$ cat config.mk
export PLATFORM = sky130hd
export DESIGN_NAME = vn_extend_accumulate
export DESIGN_NICKNAME = d
export VERILOG_FILES = /design/src/rtl/vn_extend_accumulate_pkg.sv /design/src/rtl/vn_extend_accumulate_llr_sign_extend.sv /design/src/rtl/vn_extend_accumulate.sv
export SDC_FILE = /design/constraint.sdc
export NUM_CORES = 1
export LEC_CHECK = 0
export ABC_CLOCK_PERIOD_IN_PS = 3650
export CORE_UTILIZATION = 42
export DETAILED_ROUTE_END_ITERATION = 6
export MAX_ROUTING_LAYER = met4
export PLACE_DENSITY = 0.66
export RECOVER_POWER = 100
export SLEW_MARGIN = 20
export SYNTH_ARGS = -nofsm -noshare
export SYNTH_HDL_FRONTEND = slang
export SYNTH_SLANG_ARGS = --single-unit
$ cat constraint.sdc
create_clock -name clk -period 3.65 [get_ports clk]
set_clock_uncertainty 0.05 [all_clocks]
set_input_delay 0.5475 -clock clk [delete_from_list [all_inputs] [get_ports clk]]
set_output_delay 0.5475 -clock clk [all_outputs]
set_load 0.02 [all_outputs]
$ cat src/rtl/vn_extend_accumulate_pkg.sv
// Shared constants, state encoding and counter-width helper for the
// variable-node extend/accumulate front end.
package vn_extend_accumulate_pkg;

    localparam int LLR_WIDTH      = 6;
    localparam int EXTENDED_BITS  = 2;
    localparam int DEGREE_DEFAULT = 3;

    typedef enum logic [0:0] {
        ST_LOAD = 1'b0,
        ST_EMIT = 1'b1
    } state_t;

    // Bits needed to index n distinct values, never less than one bit.
    function automatic int cnt_width(input int n);
        int w;
        if (n <= 1) begin
            w = 1;
        end else begin
            w = $clog2(n);
        end
        return w;
    endfunction

endpackage

$ cat src/rtl/vn_extend_accumulate_llr_sign_extend.sv
// Combinational widening of a narrow two's-complement LLR into the
// accumulation domain by replicating its sign bit into the guard bits.
module llr_sign_extend #(
    parameter int WIDTH         = 6,
    parameter int EXTENDED_BITS = 2
) (
    input  logic [WIDTH-1:0]               narrow,
    output logic [WIDTH+EXTENDED_BITS-1:0] wide
);

    assign wide = {{EXTENDED_BITS{narrow[WIDTH-1]}}, narrow};

endmodule

$ cat src/rtl/vn_extend_accumulate.sv
// Variable-node front end: loads one channel LLR plus DEGREE check
// messages, accumulates the posterior total in the extended domain and
// streams DEGREE extrinsic messages (total minus each check message).
module vn_extend_accumulate
    import vn_extend_accumulate_pkg::*;
#(
    parameter int WIDTH         = LLR_WIDTH,
    parameter int EXTENDED_BITS = vn_extend_accumulate_pkg::EXTENDED_BITS,
    parameter int DEGREE        = DEGREE_DEFAULT
) (
    input  logic                           clk,
    input  logic                           rst,
    input  logic                           in_valid,
    output logic                           in_ready,
    input  logic [WIDTH-1:0]               in_llr,
    output logic                           out_valid,
    input  logic                           out_ready,
    output logic [WIDTH+EXTENDED_BITS-1:0] out_msg,
    output logic                           out_last,
    output logic                           out_hard
);

    localparam int OW        = WIDTH + EXTENDED_BITS;
    localparam int IN_CNT_W  = cnt_width(DEGREE + 1);
    localparam int OUT_IDX_W = cnt_width(DEGREE);

    state_t                 state_r;
    state_t                 state_next_s;
    logic [IN_CNT_W-1:0]    in_cnt_r;
    logic [OUT_IDX_W-1:0]   out_idx_r;
    logic [OW-1:0]          total_r;
    logic [OW-1:0]          buf_r [DEGREE];
    logic                   hard_r;

    logic [OW-1:0]          ext_s;
    logic [OW-1:0]          sum_s;
    logic [OW-1:0]          sel_s;
    logic                   in_fire_s;
    logic                   out_fire_s;
    logic                   load_done_s;
    logic                   emit_last_s;

    llr_sign_extend #(
        .WIDTH         (WIDTH),
        .EXTENDED_BITS (EXTENDED_BITS)
    ) u_ext (
        .narrow (in_llr),
        .wide   (ext_s)
    );

    // Handshakes, running sum of the incoming beat and buffer read mux.
    always_comb begin
        in_fire_s   = (state_r == ST_LOAD) && in_valid;
        out_fire_s  = (state_r == ST_EMIT) && out_ready;
        load_done_s = (in_cnt_r == IN_CNT_W'(DEGREE));
        emit_last_s = (out_idx_r == OUT_IDX_W'(DEGREE - 1));
        if (in_cnt_r == {IN_CNT_W{1'b0}}) begin
            sum_s = ext_s;
        end else begin
            sum_s = total_r + ext_s;
        end
        sel_s = {OW{1'b0}};
        for (int k = 0; k < DEGREE; k++) begin
            if (out_idx_r == OUT_IDX_W'(k)) begin
                sel_s = buf_r[k];
            end else begin
                sel_s = sel_s;
            end
        end
    end

    // Next-state and output decode; every output is derived from registers.
    always_comb begin
        state_next_s = state_r;
        in_ready     = 1'b0;
        out_valid    = 1'b0;
        out_msg      = {OW{1'b0}};
        out_last     = 1'b0;
        out_hard     = hard_r;
        case (state_r)
            ST_LOAD: begin
                in_ready = 1'b1;
                if (in_fire_s && load_done_s) begin
                    state_next_s = ST_EMIT;
                end else begin
                    state_next_s = ST_LOAD;
                end
            end
            ST_EMIT: begin
                out_valid = 1'b1;
                out_msg   = total_r - sel_s;
                out_last  = emit_last_s;
                if (out_fire_s && emit_last_s) begin
                    state_next_s = ST_LOAD;
                end else begin
                    state_next_s = ST_EMIT;
                end
            end
            default: begin
                state_next_s = ST_LOAD;
            end
        endcase
    end

    // State register.
    always_ff @(posedge clk) begin
        if (rst) begin
            state_r <= ST_LOAD;
        end else begin
            state_r <= state_next_s;
        end
    end

    // Datapath: accumulate and buffer on input beats, step the output index.
    always_ff @(posedge clk) begin
        if (rst) begin
            in_cnt_r  <= {IN_CNT_W{1'b0}};
            out_idx_r <= {OUT_IDX_W{1'b0}};
            total_r   <= {OW{1'b0}};
            hard_r    <= 1'b0;
            for (int k = 0; k < DEGREE; k++) begin
                buf_r[k] <= {OW{1'b0}};
            end
        end else begin
            case (state_r)
                ST_LOAD: begin
                    if (in_fire_s) begin
                        total_r <= sum_s;
                        for (int k = 0; k < DEGREE; k++) begin
                            if (in_cnt_r == IN_CNT_W'(k + 1)) begin
                                buf_r[k] <= ext_s;
                            end else begin
                                buf_r[k] <= buf_r[k];
                            end
                        end
                        if (load_done_s) begin
                            // The hard decision is frozen for the whole EMIT phase.
                            in_cnt_r  <= {IN_CNT_W{1'b0}};
                            out_idx_r <= {OUT_IDX_W{1'b0}};
                            hard_r    <= sum_s[OW-1];
                        end else begin
                            in_cnt_r <= in_cnt_r + IN_CNT_W'(1);
                        end
                    end else begin
                        in_cnt_r <= in_cnt_r;
                    end
                end
                ST_EMIT: begin
                    if (out_fire_s) begin
                        if (emit_last_s) begin
                            out_idx_r <= {OUT_IDX_W{1'b0}};
                            in_cnt_r  <= {IN_CNT_W{1'b0}};
                        end else begin
                            out_idx_r <= out_idx_r + OUT_IDX_W'(1);
                        end
                    end else begin
                        out_idx_r <= out_idx_r;
                    end
                end
                default: begin
                    in_cnt_r  <= {IN_CNT_W{1'b0}};
                    out_idx_r <= {OUT_IDX_W{1'b0}};
                end
            endcase
        end
    end

endmodule
==> results of run 1 <==
==> registers in the layout, summed over array words and instances (netlist names) <==
signal	cells
total_r	8
state_r	1
out_hard	1
buf_r	18
in_cnt_r	2
out_idx_r	2
==> layout by cell type, fill, tap and decap left out, drive strengths merged, types with 3 or more instances in the layout <==
cell type / netlist / layout
clkdlybuf4s50: 0 / 8
clkbuf: 8 / 7
mux2i: 7 / 7
ha: 19 / 19
o22a: 4 / 4
buf: 2 / 4
edfxtp: 18 / 18
dlygate4sd3: 0 / 11
a31oi: 5 / 5
a211oi: 3 / 3
nor2: 12 / 12
nand3: 5 / 5
nor2b: 6 / 6
a21o: 3 / 3
a21oi: 12 / 12
xnor2: 4 / 4
nor3: 9 / 9
and3: 5 / 5
inv: 14 / 14
nand2: 26 / 26
o21ai: 9 / 9
o21a: 5 / 5
nor4: 4 / 4
dfxtp: 14 / 14
==> power by group through the flow <==
stage	clock, mW	combinational (mW)	sequential, mW
2_1_floorplan	0	0.171	0.426
3_3_place_gp	0	0.220	0.434
3_5_place_dp	0	0.222	0.434
4_1_cts	0.267	0.225	0.427
5_1_grt	0.281	0.254	0.429
6_report	0.264	0.223	0.426
==> worst register-to-register path: cells and delay by family, from the launching register on <==
| kind | cells | cell delay (ns) |
|---|---|---|
| and+or+nand+nor | 3 | 0.85 |
| buffers and inverters | 1 | 0.62 |
| DFF | 1 | 0.42 |
==> per-layer routing <==
metal | vias to the layer above | part of all wire
li1 | 862 | -
met1 | 804 | 0.48
met2 | 29 | 0.48
met3 | 9 | 0.022
met4 | 0 | 0.019
met5 | - | 0
==> layout make-up <==
class                           instances  area share
Multi-Input combinational cell        166      0.4815
Inverter                               14     0.02100
Clock inverter                          2    0.004500
Timing Repair Buffer                   26     0.09950
Clock buffer                            6     0.02900
Sequential cell                        32      0.3310
Tap cell                               67     0.03350
==> logic make-up after synthesis <==
logic type,synth area share
mux,0.03287
xor+xnor,0.03110
simple gates,0.1813
fa+ha+maj,0.1303
compound gates,0.1855
flops,0.3850
buf+inv,0.05399
==> metrics by stage <==
step | hold slack [ns] | setup WS, ns | power (mW)
2_1_floorplan | 0.4148 | 0.7487 | 0.5965
3_3_place_gp | 0.4390 | 0.1993 | 0.6541
3_5_place_dp | 0.4508 | 0.1678 | 0.6566
4_1_cts | 0.4587 | 0.003539 | 0.9187
5_1_grt | 0.5092 | 0.05294 | 0.9632
6_report | 0.4601 | 0.1753 | 0.9131
==> path summary, 6_finish.rpt <==
check                                  start           to  slack, ns  cells after the start
worst max-delay path            out_idx_r[1]   out_msg[5]       0.18                     10
worst max register to register       state_r  buf_r[2][2]       1.39                      4
worst min-delay path             in_cnt_r[1]  in_cnt_r[1]       0.46                      2
worst min register to register   in_cnt_r[1]  in_cnt_r[1]       0.46                      2
==> timing repair <==
| item | CTS | global route |
|---|---|---|
| pin swaps | 0 | 0 |
| hold buffers | 0 | 0 |
| resized for setup | 3 | 7 |
| endpoints found under the setup margin | 3 | 4 |
==> results.yml, run 1 <==
power_and_ir_drop:
  p_leak_nw: 1.047
  p_comb_frac: 0.244
  power.net_switching_mw: 0.2722
  clkPwrFrac: 0.289
  sequentialPowerShare: 0.467
  peakVddDrop_mv: 0.1937
  swShare: 0.2981
  p_per_area_nw_per_um2: 364.9
  p_int_mw: 0.6410
global_routing:
  grt_usage: 0.2064
  grt_max_degree: 21
  met1_usage: 0.2654
  grtUsageMet3: 0.03292
  grt_pass1_wl_um: 7976
  antenna_found_initial: 0
  overflow: 0
  grt_pass1_vias: 1651
  grt_use_met2: 0.3261
  busiest_layer: "met2"
hold_path:
  hold_class: "reg2reg"
synth:
  yosysTopAreaCellShare: 0.2535
  async_flop_share: 0
  yosys_warnings: 0
  synth_most_common_cell: "nand2_1"
  avgSynthCellArea_um2: 9.604
  synth_area_leaders: "edfxtp_1 25%, dfxtp_1 13%, ha_1 11%, nand2_1 4.4%, mux2i_1 3.3%"
  syn_area_um2: 2132
  synth.net_count: 253
  synth_edf_count: 18
  synth-seq-cells: 32
  netlist_instances: 222
  seq_area_frac_synth: 0.3850
  synth-main-ff-cell: "edfxtp_1"
  yosys.cell_types.count: 52
  yosysTopAreaCell: "edfxtp_1"
  synthTopCellsByCount: "25 x nand2_1, 19 x ha_1, 18 x edfxtp_1, 14 x dfxtp_1, 13 x inv_1"
clock_tree:
  clock_latency_ns: 0.28
  htree_levels: 2
  clkSlewWorstSetupHoldPaths_ns: 0.06
  post_cts_buffers: 0
  clkSinkCount: 32
  cts_tree: "yes"
  clock_path_buffers: 2
  numCtsBuffers: 5
  cts_root_buf: "clkbuf_8"
drt:
  finalWirelength_um: 4765
  drtAntennaViolNets: 0
  drc: 0
  wire_per_inst_um: 15.22
  firstDrtPassIters: 4
  drtIter0Drc: 90
  vias: 1704
  vias_per_cell: 5.444
status:
  outcome: "finished, final reports clean"
place:
  dp.final_hpwl_um: 3640
  place.gp.congestion: 0.7999
  portBuffers: 21
  postPlaceCellArea_um2: 2401
  dpl.cell_count: 305
timing:
  min_period_ns: 3.475
  setup_violations: 0
  setup_tns_ns: 0
  hold_violations: 0
  max_slew_margin: 0.4596
  worst_pin_slew_ns: 0.8106
  rsz0062_at_grt: "false"
  finalMaxSlewViolations: 0
  max_clock_freq_ghz: 0.2878
  fin_crit_sh: 0.9520
floorplanning:
  io-pin-count: 22
  core_um2: 4817
  fp.dieArea_um2: 5366
  fp.dieW_um: 73.25
  die_height_um: 73.25
  fp-row-count: 25
  start_util: 0.4426
layout:
  final_util: 0.5195
  final_nets: 276
  final_area_um2: 2502
  area.sequential_um2: 828.3
  fillCellCount: 477
  n_antenna_cell: 0
  instances_no_fill: 313
  areaGrowthSynthToFinish_pct: 17.37
  drive_gt1_frac: 0.08943
  multiInputGateArea_um2: 1205
setup_path:
  start_kind: "flip-flop"
  path_max_fanout: 10
  critical-path-slowest-cell: "clkdlybuf4s50_1"
  path_delay_family: "compound AO/OA/AOI/OAI gates"
  critical_path_arrival_ns: 2.88
  crit_top_cell: "o21a_1"
  endpoint_kind: "output pin"
  path_buf_inv: 2
  slowest_delay_ns: 0.62
  worstPathCellList: "mux2i_2, o22ai_2, inv_1, ha_1, nor2b_4, o31a_1, o21a_1, o21a_1, nor3_1, clkdlybuf4s50_1"
  critPathKind: "reg2out"
  required_ns: 3.05
run:
  drv_cap: 0
Note: power is estimated with default switching activity, not from simulation.
==> run 2, diff against run 1 <==
ABC_CLOCK_PERIOD_IN_PS = 3550   (was 3650)
RECOVER_POWER = unset   (was 100)
clock period = 3.55 ns   (was 3.65 ns; I/O delays follow)
==> results.yml, run 2 (synthesis results as in run 1) <==
status:
  outcome: "finished, final reports clean"
timing:
  worst_pin_slew_ns: 0.5577
  hold_violations: 0
  setup_violations: 0
  min_period_ns: 3.417
  max_slew_margin: 0.6282
  setup_tns_ns: 0
  rsz0062_at_grt: "false"
  finalMaxSlewViolations: 0
  fin_crit_sh: 0.9626
  max_clock_freq_ghz: 0.2926
power_and_ir_drop:
  power.net_switching_mw: 0.2755
  clkPwrFrac: 0.289
  peakVddDrop_mv: 0.2317
  sequentialPowerShare: 0.468
  swShare: 0.2944
  p_int_mw: 0.6603
  p_comb_frac: 0.244
  p_per_area_nw_per_um2: 373.2
  fin_total_pwr_mw: 0.9358
  p_leak_nw: 1.045
layout:
  layout_common_cells: "25 x nand2_1, 19 x ha_1, 18 x edfxtp_1, 18 x clkdlybuf4s50_1, 13 x inv_1"
  largest_reg_flops: 18
  instances_no_fill: 313
  final_nets: 276
  final_common_cell: "nand2_1"
  drive_gt1_frac: 0.09350
  areaGrowthSynthToFinish_pct: 17.61
  final_area_um2: 2507
  reg_top3: "buf_r: 18 flops, total_r: 8 flops"
  largest-register: "buf_r"
  n_antenna_cell: 0
global_routing:
  grt_max_degree: 19
  grt_pass1_vias: 1585
  grt_pass1_wl_um: 7583
  overflow: 0
  grt_usage: 0.1964
  antenna_found_initial: 0
floorplanning:
  io-pin-count: 22
  start_util: 0.4426
  fp-row-count: 25
  die_height_um: 73.25
  fp.dieW_um: 73.25
  fp.dieArea_um2: 5366
  core_um2: 4817
drt:
  wl_met3_um: 129
  wl_met1_um: 2215
  drc: 0
  dr.max_layer_used: "met4"
  vias: 1697
  drtIter0Drc: 72
  wire_per_inst_um: 14.72
  vias_per_cell: 5.422
  finalWirelength_um: 4606
  wl_met2_um: 2207
  drtAntennaViolNets: 0
  firstDrtPassIters: 4
clock_tree:
  post_cts_buffers: 0
  cts_resized: 5
  clock_latency_ns: 0.28
  clock_path_buffers: 2
  clkSlewWorstSetupHoldPaths_ns: 0.07
  cts_hold_buf: 0
  numCtsBuffers: 5
  clkSinkCount: 32
  cts_tree: "yes"
  htree_levels: 2
  cts_root_buf: "clkbuf_8"
place:
  dpl.cell_count: 305
  postPlaceCellArea_um2: 2401
  dp.final_hpwl_um: 3532
  portBuffers: 21
  place.gp.congestion: 0.8257
setup_path:
  path_buf_inv: 2
  critical-path-slowest-cell: "clkdlybuf4s50_1"
  worstPathCellList: "buf_6, mux2i_1, o22a_1, ha_1, o21a_1, o31a_1, o21a_1, o21a_1, nor3_1, clkdlybuf4s50_1"
  path_delay_family: "buffers and inverters"
  timing.rr.start: "total_r[0]"
  endpoint_kind: "output pin"
  critical_path_arrival_ns: 2.83
  slowest_delay_ns: 0.63
  critPathLaunch: "out_idx_r[1]"
  required_ns: 2.97
  start_kind: "flip-flop"
  r2r_setup_slack_ns: 1.49
  path_max_fanout: 13
  crit_top_cell: "o21a_1"
  critPathKind: "reg2out"
run:
  drv_cap: 0
hold_path:
  hold_class: "reg2reg"
  min_from: "in_cnt_r[1]"
==> run 2: changes by cell type in the layout (fill, tap and decap cells not counted), moves of 2 or more <==
cell	before	now
clkdlybuf4s50_1	8	18
dlygate4sd3_1	11	0
o21ai_0	9	7
o21ai_1	0	2
==> run 2: final cells by class <==
class / count / area [um^2]
Clock buffer: 6 / 72.57
Clock inverter: 2 / 11.26
Fill cell: 471 / 2310
Inverter: 14 / 52.55
Multi-Input combinational cell: 166 / 1202
Sequential cell: 32 / 825.8
Tap cell: 67 / 83.83
Timing Repair Buffer: 26 / 259.0
==> run 2: path summary, 6_finish.rpt <==
path,end,depth (start not counted)
worst min register to register,in_cnt_r[1],2
worst max register to register,total_r[6],8
worst min-delay path,in_cnt_r[1],2
worst max-delay path,out_msg[5],10
==> run 2: stage by stage <==
stage                     hold WS [ns]  setup WS, ns    util
after floorplan                 0.4148        0.6637       -
after global placement          0.4432        0.1628  0.4984
after detailed placement        0.4454        0.1601  0.4984
after CTS                       0.4616       0.01176  0.5184
after global routing            0.5057      0.008164  0.5205
final                           0.4565        0.1328  0.5205
==> run 2: routing by layer <==
| layer | vias to the layer above | global-route usage |
|---|---|---|
| li1 | 866 | - |
| met1 | 796 | 0.2470 |
| met2 | 31 | 0.3076 |
| met3 | 4 | 0.04252 |
| met4 | 0 | 0.07843 |
| met5 | - | - |
==> run 2: worst register-to-register path, cell delays in order, from the launching register on <==
cell and delay [ns]:
dfxtp_1 0.37, ha_1 0.22, inv_1 0.07, fa_1 0.40
nor2b_1 0.13, o21a_1 0.15, o211ai_1 0.12, a2111oi_1 0.34
or3b_1 0.15
==> run 2: power by group through the flow <==
stage | logic [mW] | registers (mW) | clock network (mW)
after floorplan | 0.175 | 0.438 | 0
after global placement | 0.226 | 0.446 | 0
after detailed placement | 0.228 | 0.446 | 0
after CTS | 0.230 | 0.438 | 0.278
after global routing | 0.257 | 0.440 | 0.293
final | 0.228 | 0.438 | 0.270
==> run 3, diff against run 2 <==
CORE_ASPECT_RATIO = 0.5   (was unset)
==> results.yml, run 3 (synthesis results as in run 1) <==
setup_path:
  endpoint_kind: "output pin"
  start_kind: "flip-flop"
  critPathKind: "reg2out"
  critical_path_arrival_ns: 2.78
  required_ns: 2.97
  path_max_fanout: 6
layout:
  final_util: 0.5461
  largest_reg_flops: 18
  drive_gt1_frac: 0.1093
  layout_common_cells: "25 x nand2_1, 19 x ha_1, 18 x edfxtp_1"
  areaGrowthSynthToFinish_pct: 18.78
  largest-register: "buf_r"
  reg_top3: "buf_r: 18 flops, total_r: 8 flops"
  final_common_cell: "nand2_1"
  final_area_um2: 2532
  n_antenna_cell: 0
  fillCellCount: 457
  final_nets: 277
global_routing:
  grt_pass1_vias: 1613
  grt_usage: 0.2216
  overflow: 0
  antenna_found_initial: 0
  grt_pass1_wl_um: 8404
  grt_max_degree: 21
drt:
  firstDrtPassIters: 4
  wire_per_inst_um: 15.72
  finalWirelength_um: 4921
  drc: 0
  vias: 1722
  drtAntennaViolNets: 0
  drtIter0Drc: 115
  vias_per_cell: 5.502
floorplanning:
  fp-row-count: 17
  fp.dieArea_um2: 5383
  fp.dieW_um: 102.8
  core_um2: 4637
  start_util: 0.4598
  io-pin-count: 22
  die_height_um: 52.38
clock_tree:
  clock_path_buffers: 2
  htree_levels: 2
  clkSinkCount: 32
  cts_tree: "yes"
  clock_latency_ns: 0.29
  numCtsBuffers: 5
  cts_root_buf: "clkbuf_8"
  cts_hold_buf: 0
  clkSlewWorstSetupHoldPaths_ns: 0.08
timing:
  finalMaxSlewViolations: 0
  holdWs_ns: 0.4511
  min_period_ns: 3.365
  fin_crit_sh: 0.9480
  fin_ws_ns: 0.1845
  rsz0062_at_grt: "false"
  worst_pin_slew_ns: 0.6054
  setup_violations: 0
  max_clock_freq_ghz: 0.2971
  max_slew_margin: 0.5964
  setup_tns_ns: 0
  hold_violations: 0
run:
  drv_cap: 0
place:
  pre_cts_ws_ns: 0.1413
  dp.final_hpwl_um: 3622
  portBuffers: 21
  place.gp.congestion: 0.8302
  postPlaceCellArea_um2: 2407
power_and_ir_drop:
  peakVddDrop_mv: 0.1950
  p_leak_nw: 1.045
  p_per_area_nw_per_um2: 406.1
hold_path:
  hold_class: "reg2reg"
status:
  outcome: "finished, final reports clean"
run 3: cell types whose count changed in the layout (fill, tap and decap cells not counted), sizes merged:
cell,delta
buf,+1
bufinv,+1
clkbuf,-1
clkdlybuf4s50,-1
dlygate4sd2,+3
dlymetal6s2s,-2
run 3: layout make-up:
type | count | area, um^2 | area share
Sequential cell | 32 | 825.8 | 0.3261
Timing Repair Buffer | 27 | 254.0 | 0.1003
Clock buffer | 5 | 68.82 | 0.02717
Inverter | 14 | 52.55 | 0.02075
Multi-Input combinational cell | 166 | 1206 | 0.4763
Tap cell | 66 | 82.58 | 0.03261
Clock inverter | 3 | 42.54 | 0.01680
run 3: repair_timing:
item / 4_1_cts / 5_1_grt
resized for setup: 6 / 4
setup buffers: 0 / 0
endpoints found under the setup margin: 3 / 3
run 3: final timing paths:
| check | from | end | slack [ns] | cells after the start |
|---|---|---|---|---|
| setup reg to reg | total_r[0] | total_r[6] | 1.50 | 8 |
| hold reg to reg | in_cnt_r[1] | in_cnt_r[1] | 0.45 | 2 |
| setup / recovery | out_idx_r[1] | out_msg[7] | 0.18 | 9 |
| hold / removal | in_cnt_r[1] | in_cnt_r[1] | 0.45 | 2 |
run 3: stage by stage:
step	cells	power (mW)
floorplan	222	0.6133
global placement	305	0.6700
detailed placement	305	0.6752
CTS	313	1.032
global route	313	1.082
finish	313	1.028
run 3: power by group:
part	leakage [nW]	switching, mW	internal [mW]
Sequential	0.303	0.0185	0.417
Combinational	0.688	0.127	0.108
Clock	0.0541	0.150	0.208
Total	1.04	0.296	0.733
run 3: metal layers:
layer | up-vias | global-route usage | wire [um]
met3 | 4 | 0.04800 | 232
li1 | 862 | - | -
met4 | 0 | 0.06103 | 30
met2 | 35 | 0.3144 | 2068
met1 | 821 | 0.3175 | 2590
met5 | - | - | 0
run 3: worst max-delay path, stage by stage (launching register included):
cell,delay (ns)
dfxtp_4,0.37
buf_4,0.15
mux2i_1,0.13
o22a_1,0.23
ha_1,0.25
or3_1,0.40
o32ai_2,0.24
xnor3_1,0.26
and2_1,0.16
dlygate4sd2_1,0.31
==> RTL edit, RTL diff (config.mk and constraints of run 1) <==
Set the package constant `DEGREE_DEFAULT` to 6 (it was 3).
--- a/src/rtl/vn_extend_accumulate_pkg.sv
+++ b/src/rtl/vn_extend_accumulate_pkg.sv
@@ -4,7 +4,7 @@
 
     localparam int LLR_WIDTH      = 6;
     localparam int EXTENDED_BITS  = 2;
-    localparam int DEGREE_DEFAULT = 3;
+    localparam int DEGREE_DEFAULT = 6;
 
     typedef enum logic [0:0] {
         ST_LOAD = 1'b0,
Check against the original RTL: not equivalent (a bounded check fails within 10 cycles, from zero or initial values and one cycle with rst high).
==> RTL edit against run 1 <==
- area after synthesis is 57% higher
- worst hold slack better by 0.026 ns
- global-route usage is 0.55 points higher
- synthesized cell count is 62% higher
- worst setup slack worse by 0.17 ns
- design area is 63% higher
- routed wire length is 74% higher
- first-iteration DRC count is 86% higher
- critical path depth is 3 higher
- power is 47% higher
- sequential cell count is 20 higher
- critical endpoint is now out_msg[6]
- maximum frequency is 4.8% lower
- largest cell class unchanged
- largest power group unchanged
==> RTL edit: results (changes against run 1) <==
The flow ran to the end, and the final reports show no timing, DRC or antenna violations. Critical hold path startpoint: total_r[3]$_SDFFE_PP0P_ (was in_cnt_r[1]$_SDFFE_PP0P_). The via count of the routed design was 2845 (was 1704); the routability congestion estimate was 0.818 (was 0.800). The number of global-route vias before repair is 2658 (was 1651), and the maximum fanout count along the critical path is 6 (was 10). The post-synthesis sequential area ratio is 41.8% (was 38.5%), and the number of nets at the end of the flow is 429 (was 276). The first-pass GRT wire length came out at 13.3 mm (was 7.98 mm).

The clock insertion delay at the later pin of the skew report came out at 0.32 ns (was 0.28 ns). The run gives 3820 um^2 (was 2400 um^2) as the placement-stage cell area. The kind of cell adding the most delay to the critical path was simple AND/OR/NAND/NOR gates (was compound AO/OA/AOI/OAI gates). The stage delay of the slowest cell on the critical path works out to 0.44 ns (was 0.62 ns). The run gives 1.60 nW (was 1.05 nW) as the leakage power summed over all cells.

Top cells by area in the synthesized netlist: sky130_fd_sc_hd__edfxtp_1 (32%), sky130_fd_sc_hd__dfxtp_1 (9.5%), sky130_fd_sc_hd__ha_1 (6.0%), sky130_fd_sc_hd__and3_1 (5.8%), sky130_fd_sc_hd__mux2i_1 (5.4%) (was sky130_fd_sc_hd__edfxtp_1 (25%), sky130_fd_sc_hd__dfxtp_1 (13%), sky130_fd_sc_hd__ha_1 (11%), sky130_fd_sc_hd__nand2_1 (4.4%), sky130_fd_sc_hd__mux2i_1 (3.3%)). The endpoint of the lowest-slack register-to-register path is out_idx_r[1]$_SDFFE_PP0P_ (was buf_r[2][2]$_SDFFCE_PP0P_). Top cells by count, synth: sky130_fd_sc_hd__edfxtp_1 (36), sky130_fd_sc_hd__and3_1 (31), sky130_fd_sc_hd__nor2_1 (29) (was sky130_fd_sc_hd__nand2_1 (25), sky130_fd_sc_hd__ha_1 (19), sky130_fd_sc_hd__edfxtp_1 (18)).

The logs give 5.89 mm (was 3.64 mm) for the sum of net half-perimeters after detailed placement and 0.000180 V (was 0.000194 V) for the peak supply drop. Largest registers: buf_r x36, total_r x8 (was buf_r x18, total_r x8). The clock-pin slew of the registers on the worst-case setup and hold paths is 0.11 ns (was 0.06 ns).

The cell with the largest stage delay on the worst path is sky130_fd_sc_hd__or3b_2 (was sky130_fd_sc_hd__clkdlybuf4s50_1). The run gives 387 (was 253) as the total nets after synthesis. The end point of the worst hold path is total_r[3]$_SDFFE_PP0P_ (was in_cnt_r[1]$_SDFFE_PP0P_). The run gives 167 (was 90) as the DRC marker count from the first detailed-route iteration.

The fraction of power spent switching nets was 30.0% (was 29.8%). The overall routing resource usage is 21.2% (was 20.6%), and the wire length per cell is 16.4 um (was 15.2 um).
[RTL edit: cell types whose count changed in the layout (fill, tap and decap cells not counted), moves of 6 or more]
cell                              run 1  this run
sky130_fd_sc_hd__a211oi_1             3         9
sky130_fd_sc_hd__ha_1                19        13
sky130_fd_sc_hd__edfxtp_1            18        36
sky130_fd_sc_hd__nor2_1              12        29
sky130_fd_sc_hd__and3_1               5        31
sky130_fd_sc_hd__nor3_1               9        23
sky130_fd_sc_hd__a21oi_1             12        20
sky130_fd_sc_hd__mux2i_1              6        15
sky130_fd_sc_hd__buf_4                4        35
sky130_fd_sc_hd__nand2_1             26        19
[RTL edit: stage by stage]
stage / power (mW) / setup WS, ns / cells / hold WS (ns)
finish: 1.34 / 0.00182 / 504 / 0.486
global route: 1.40 / -0.144 / 504 / 0.498
CTS: 1.33 / -0.142 / 500 / 0.488
detailed placement: 0.970 / -0.230 / 488 / 0.468
global placement: 0.962 / -0.190 / 488 / 0.464
floorplan: 0.880 / 0.0112 / 359 / 0.439
[RTL edit: repair_timing]
action	in CTS	in global routing
hold buffers	0	0
setup buffers	4	4
endpoints found under the setup margin	5	5
pin swaps	4	14
resized for setup	25	34
[RTL edit: power groups by stage]
stage,combinational (mW),sequential [mW],clock (mW)
6_report,0.298,0.688,0.358
5_1_grt,0.331,0.692,0.379
4_1_cts,0.276,0.688,0.363
3_5_place_dp,0.269,0.701,0
3_3_place_gp,0.262,0.699,0
2_1_floorplan,0.192,0.688,0
[RTL edit: metal layers]
| metal | GRT usage, % | up-vias | wire length, um |
|---|---|---|---|
| li1 | - | 1433 | - |
| met1 | 28.0 | 1358 | 3910 |
| met2 | 34.3 | 46 | 4010 |
| met3 | 2.85 | 8 | 268 |
| met4 | 5.69 | 0 | 93 |
| met5 | - | - | 0 |
[RTL edit: final cells by class]
class,instances,area [um^2]
timing repair buffer,63,507
clock inverter,3,26.3
tap,102,128
multi-input combinational,268,1890
clock buffer,5,68.8
inverter,11,41.3
fill,706,3660
sequential,52,1410
[RTL edit: worst max path at each step]
stage,cells after the start,to,from
2_1_floorplan,14,out_msg[7],out_idx_r[0]$_SDFFE_PP0P_
3_3_place_gp,13,out_msg[6],out_idx_r[1]$_SDFFE_PP0P_
3_5_place_dp,13,out_msg[7],out_idx_r[1]$_SDFFE_PP0P_
4_1_cts,13,out_msg[7],out_idx_r[1]$_SDFFE_PP0P_
5_1_grt,12,out_msg[7],out_idx_r[1]$_SDFFE_PP0P_
6_report,13,out_msg[6],out_idx_r[1]$_SDFFE_PP0P_
[RTL edit: cell families after synthesis]
family,Yosys count,synth area share [%]
buffers and inverters,39,5.00
AO/OA/AOI/OAI,83,16.3
adder cells (fa/ha/maj),18,7.16
multiplexers,19,5.71
flip-flops,52,41.8
AND/OR/NAND/NOR,148,24.0
